### src/rtl/result_drain_if.sv
// Output stream of result_drain: one matrix element per valid/ready handshake,
// tagged with its row/column index and a last-element flag.
interface result_drain_if #(
  parameter int WIDTH = 6,
  parameter int N     = 3
) ();
  localparam int IW = $clog2(N);

  logic signed [2*WIDTH-1:0] outData;
  logic        [IW-1:0]      outRow;
  logic        [IW-1:0]      outCol;
  logic                      outValid;
  logic                      outReady;
  logic                      outLast;

  // Drain side produces the element stream and watches the consumer's ready.
  modport master (
    output outData, outRow, outCol, outValid, outLast,
    input  outReady
  );

  // Consumer side accepts elements.
  modport slave (
    input  outData, outRow, outCol, outValid, outLast,
    output outReady
  );
endinterface

### src/rtl/result_drain.sv
// Snapshots the N x N signed result matrix on a capture pulse, then streams the
// elements out in row-major order over a valid/ready interface, with row/column
// tags, a last flag and a one-cycle done pulse after the final element is taken.
module result_drain #(
  parameter  int WIDTH = 6,
  parameter  int N     = 3,
  localparam int IW    = $clog2(N),
  localparam int EW    = 2 * WIDTH
) (
  input  logic                 clk,
  input  logic                 rst_n,
  input  logic signed [EW-1:0] resultMatrix [N][N],
  input  logic                 capture,
  output logic                 busy,
  output logic                 done,
  result_drain_if.master       out_if
);

  typedef enum logic {
    S_IDLE   = 1'b0,
    S_STREAM = 1'b1
  } state_e;

  localparam logic [IW-1:0] LAST_IDX = IW'(N - 1);

  state_e                state_q, state_d;
  logic [IW-1:0]         row_q, row_d;
  logic [IW-1:0]         col_q, col_d;
  logic signed [EW-1:0]  buf_q [N][N];
  logic signed [EW-1:0]  buf_d [N][N];
  logic                  done_q, done_d;

  logic streaming;
  logic at_last;

  assign streaming = (state_q == S_STREAM);
  assign at_last   = (row_q == LAST_IDX) && (col_q == LAST_IDX);

  // Next-state: snapshot on capture in IDLE, walk row-major on each handshake.
  always_comb begin
    // NOTE: every variable gets a default before the case so no path leaves one
    // unassigned, which would otherwise infer a latch.
    state_d = state_q;
    row_d   = row_q;
    col_d   = col_q;
    buf_d   = buf_q;
    done_d  = 1'b0;
    unique case (state_q)
      S_IDLE: begin
        if (capture) begin
          buf_d   = resultMatrix;
          row_d   = '0;
          col_d   = '0;
          state_d = S_STREAM;
        end
      end
      S_STREAM: begin
        // capture is deliberately not looked at here: it is ignored while busy.
        if (out_if.outReady) begin
          if (col_q != LAST_IDX) begin
            col_d = col_q + 1'b1;
          end else if (row_q != LAST_IDX) begin
            col_d = '0;
            row_d = row_q + 1'b1;
          end else begin
            row_d   = '0;
            col_d   = '0;
            done_d  = 1'b1;
            state_d = S_IDLE;
          end
        end
      end
      default: state_d = S_IDLE;
    endcase
  end

  // State, index, buffer and done registers.
  always_ff @(posedge clk or negedge rst_n) begin
    if (!rst_n) begin
      // NOTE: the snapshot buffer is reset as well, so outData reads 0 after
      // reset and a stream interrupted by reset leaves no stale data behind.
      state_q <= S_IDLE;
      row_q   <= '0;
      col_q   <= '0;
      buf_q   <= '{default: '0};
      done_q  <= 1'b0;
    end else begin
      // NOTE: sequential state uses non-blocking assignments only, so every
      // register samples the pre-edge values of the others.
      state_q <= state_d;
      row_q   <= row_d;
      col_q   <= col_d;
      buf_q   <= buf_d;
      done_q  <= done_d;
    end
  end

  // Outputs come only from registered state and the registered buffer mux;
  // nothing here looks at outReady or capture.
  assign busy            = streaming;
  assign done            = done_q;
  assign out_if.outValid = streaming;
  assign out_if.outRow   = row_q;
  assign out_if.outCol   = col_q;
  assign out_if.outLast  = streaming && at_last;
  assign out_if.outData  = streaming ? buf_q[row_q][col_q] : '0;

endmodule

### src/flat_wrapper.sv
// flat-port wrapper written by rule: the top's interface ports become plain ports
module result_drain_flat 
#(
  parameter  int WIDTH = 6,
  parameter  int N     = 3,
  localparam int IW    = $clog2(N),
  localparam int EW    = 2 * WIDTH
)
  (clk, rst_n, resultMatrix, capture, busy, done, out_if_outData, out_if_outRow, out_if_outCol, out_if_outValid, out_if_outLast, out_if_outReady);
  result_drain_if #(.WIDTH(WIDTH), .N(N)) out_if_i ();
  input  logic clk;
  input  logic rst_n;
  input  logic signed [EW-1:0] resultMatrix[N][N];
  input  logic capture;
  output logic busy;
  output logic done;
  output wire logic [$bits(out_if_i.outData)-1:0] out_if_outData;
  output wire logic [$bits(out_if_i.outRow)-1:0] out_if_outRow;
  output wire logic [$bits(out_if_i.outCol)-1:0] out_if_outCol;
  output wire logic [$bits(out_if_i.outValid)-1:0] out_if_outValid;
  output wire logic [$bits(out_if_i.outLast)-1:0] out_if_outLast;
  input wire logic [$bits(out_if_i.outReady)-1:0] out_if_outReady;
  assign out_if_outData = out_if_i.outData;
  assign out_if_outRow = out_if_i.outRow;
  assign out_if_outCol = out_if_i.outCol;
  assign out_if_outValid = out_if_i.outValid;
  assign out_if_outLast = out_if_i.outLast;
  assign out_if_i.outReady = out_if_outReady;
  result_drain #(.WIDTH(WIDTH), .N(N)) u_core (.clk(clk), .rst_n(rst_n), .resultMatrix(resultMatrix), .capture(capture), .busy(busy), .done(done), .out_if(out_if_i));
endmodule
### config.mk
export PLATFORM = sky130hd
export DESIGN_NAME = result_drain_flat
export DESIGN_NICKNAME = d
export VERILOG_FILES = /design/src/rtl/result_drain_if.sv /design/src/rtl/result_drain.sv /design/src/flat_wrapper.sv
export SDC_FILE = /design/constraint.sdc
export NUM_CORES = 1
export LEC_CHECK = 0
export ABC_AREA = 1
export CORE_ASPECT_RATIO = 0.8
export CORE_UTILIZATION = 55
export CTS_CLUSTER_SIZE = 25
export DETAILED_ROUTE_END_ITERATION = 10
export PLACE_DENSITY = 0.95
export SLEW_MARGIN = 40
export SYNTH_ARGS = -nofsm -noshare
export SYNTH_HDL_FRONTEND = slang
export SYNTH_SLANG_ARGS = --single-unit
### constraint.sdc
create_clock -name clk -period 4.3 [get_ports clk]
set_input_delay 1.075 -clock clk [delete_from_list [all_inputs] [get_ports clk]]
set_output_delay 1.075 -clock clk [all_outputs]
set_load 0.01 [all_outputs]
==> impl_metrics.csv <==
group,metric,value,unit
flow_run,maxCapViolCount,0,
floorplanning,die_h,94.53,µm
worst_setup_path,critical_path_class,"reg -> out",
logic_synthesis,synth_sequential_area_ratio,48.47,%
placement,place.gp.congestion,0.9319,
cells_and_area,fill_cell_instance_count_of_the_final_layout,649,
status,outcome,"completed",
clock_tree,sink_count,114,
routing,via_count,4452,
logic_synthesis,library_cell_with_the_largest_summed_area_after_synthesis,"dfrtp_1",
worst_setup_path,timing.critical_path.to_type,"output pin",
timing,normalized_max_slew_margin,42.62,%
logic_synthesis,synth_commonest_cells,"nand2_1, dfrtp_1, mux2_4",
clock_tree,clk_path_buf_depth,2,
logic_synthesis,synth_adder_area_share,0,%
logic_synthesis,synthXorXnorAreaFrac,0,%
power_and_ir_drop,powerDensity,742.1,nW/µm²
global_route,gr-usage-all-layers,30.13,%
timing,worst_slew_pin_slew,857.5,ps
cells_and_area,drive_gt1_share,24.57,%
clock_tree,post_cts.repair.setup_buffers,0,
power_and_ir_drop,total_power,0.005694,W
routing,postRouteAntennaNets,0,
clock_tree,clock_tree.htree_level_count,4,
timing,final-max-slew-violation-count,0,
cells_and_area,final_area,7672,µm²
logic_synthesis,synth_top_family_by_area,"multiplexers",
logic_synthesis,synth.area.mux_share,26.91,%
cells_and_area,area_growth_syn_to_layout,30.36,%
logic_synthesis,ys_types,25,
floorplanning,floorplan.die.width,117.7,µm
timing,timing.final.crit_share,88.07,%
cells_and_area,fin_nets,739,
logic_synthesis,cell_area_after_synthesis,5886,µm²
cells_and_area,antenna-diode-count,0,
placement,placed_area,7112,µm²
timing,final.setup_skew,4.597,ps
routing,firstDrtPassIters,5,
cells_and_area,multiInputGateArea,2636,µm²
timing,unrepaired_setup_endpoints_after_global_routing,"no",
clock_tree,cts-resized-gates,0,
logic_synthesis,count_of_flip_flops_with_a_built_in_enable_after_synthesis,0,
worst_setup_path,crit_required,3220,ps
routing,drt_wl_total,15880,µm
floorplanning,start_util,57.02,%
global_route,grt_max_degree,63,
placement,place.port_buffers,131,
routing,vias_per_cell,5.715,
placement,dp_hpwl,10820,µm
routing,remaining_drc_errors,0,
timing,worst_setup_slack_final,513.0,ps
worst_setup_path,cp.arrival,2710,ps
logic_synthesis,yosys_top_cell_area_share,48.47,%
logic_synthesis,avgSynthCellArea,11.75,µm²
logic_synthesis,synth_simple_gate_area_share,17.26,%
floorplanning,design.die.area,11120,µm²
logic_synthesis,synth_fp_nets,613,
worst_setup_path,worst-path-max-fanout,37,
logic_synthesis,ys_dominant_reg_cell,"dfrtp_1",
clock_tree,tritoncts.num_buffers,17,
clock_tree,clock_tree_from_tritoncts,"built",
floorplanning,floorplan.io_pins,132,
logic_synthesis,synth_compound_gate_area_share,0.4252,%
logic_synthesis,syn_inst,501,
clock_tree,clockRootBuffer,"clkbuf_16",
min_path,worst_hold_path_type,"reg -> reg",
global_route,grt_pass1_wl,24720,µm
global_route,first_global_vias,4432,
worst_setup_path,start_kind,"flip-flop",
clock_tree,clock_latency,420,ps
logic_synthesis,asyncSetResetFlopFracSynth,100.0,%
timing,fin_setup_tns,0,ps
floorplanning,rows,33,
global_route,overflow,0,
timing,period_minus_slack,3787,ps
global_route,antenna_found_initial,0,
clock_tree,cts.clk_slew.worst_paths,60,ps
clock_tree,cts_hold_buffers_added,0,
placement,detailedPlace.worstSlack,1061,ps
logic_synthesis,synth_seq_cells,114,
power_and_ir_drop,leakagePower,3.785,nW
logic_synthesis,yosys_warnings,0,
logic_synthesis,synth.top_cells.by_area,"dfrtp_1, mux2_4, nand3_1",
routing,drt-wirelength-per-cell,20.39,µm
timing,timing.final.hold_violations,0,
logic_synthesis,synthMostInstantiatedCell,"nand2_1",
floorplanning,design.core.area,10320,µm²
cells_and_area,final-seq-area,2853,µm²
routing,drt_iter0_markers,562,
power_and_ir_drop,irDropWorstVdd,444.4,µV
timing,setup_viol,0,
timing,maxClockFrequency,264.1,MHz
[final timing paths]
check                                        start                end  slack, ps  cells after the start
setup / recovery           u_core.out_if.outRow[1]  out_if_outData[4]        510                      8
hold / removal                    u_core.buf_q[45]   u_core.buf_q[45]        510                      1
setup reg to reg                       u_core.busy   u_core.buf_q[68]       2390                      4
hold reg to reg                   u_core.buf_q[45]   u_core.buf_q[45]        510                      1
max in group asynchronous                    rst_n   u_core.buf_q[23]       2990                      2
min in group asynchronous                    rst_n   u_core.buf_q[31]        620                      1
[area by class of cell]
class | instances | share of cell area, %
multi-input cells | 342 | 34.36
inverters | 13 | 0.7339
flip-flops and latches | 114 | 37.18
well taps | 140 | 2.283
repair buffers | 139 | 18.22
clock inverters | 13 | 1.500
clock buffers | 18 | 5.724
[routing by layer]
metal  routed length (µm)  track usage, %
met1                 6577           38.73
met2                 7380           48.19
met3                 1594           10.33
met5                    0               0
met4                  330           9.829
[per-stage QoR]
| step | instances | util [%] | hold slack (ps) |
|---|---|---|---|
| after floorplan | 501 | - | 480.1 |
| after global placement | 748 | 68.90 | 491.1 |
| after detailed placement | 748 | 68.90 | 496.0 |
| after CTS | 779 | 74.27 | 512.7 |
| after global routing | 779 | 74.33 | 527.3 |
| final | 779 | 74.33 | 514.8 |
[placed cells by master (no fill, tap or decap), types with 2 or more instances in the layout]
master and n:
buf_12 2, dfrtp_1 114, clkinv_4 2, mux2_4 98
nor2_2 2, clkinv_2 3, a21oi_1 2, nand2_1 122
nor2_1 5, buf_4 6, o21ai_0 2, clkdlybuf4s50_1 130
inv_1 10, clkbuf_16 17, mux2_2 10, nand3_1 95
clkinvlp_4 7
[state kept, by name, summed over array words and instances, names as in the netlist]
signal,flops
u_core.out_if.outRow,2
u_core.done,1
u_core.out_if.outCol,2
u_core.busy,1
u_core.buf_q,108
[worst max-delay path: stages (launching register included)]
cell and delay (ps):
dfrtp_1 560, nor2_8 520, nand2_1 170, nand3_1 120, nand2_1 70, nand3_1 120, nand2_1 100, inv_1 80
clkdlybuf4s50_1 530
[logic make-up after synthesis]
family	after synthesis
AOI/OAI and AO/OA	5
muxes	108
buffers and inverters	45
DFF	114
and+or+nand+nor	229
[power by group]
part	internal, W	total [W]	switching (W)
Sequential	0.00159	0.00200	0.000417
Clock	0.000801	0.00132	0.000522
Combinational	0.00128	0.00237	0.00109
Power figures use the tool's default switching activity.
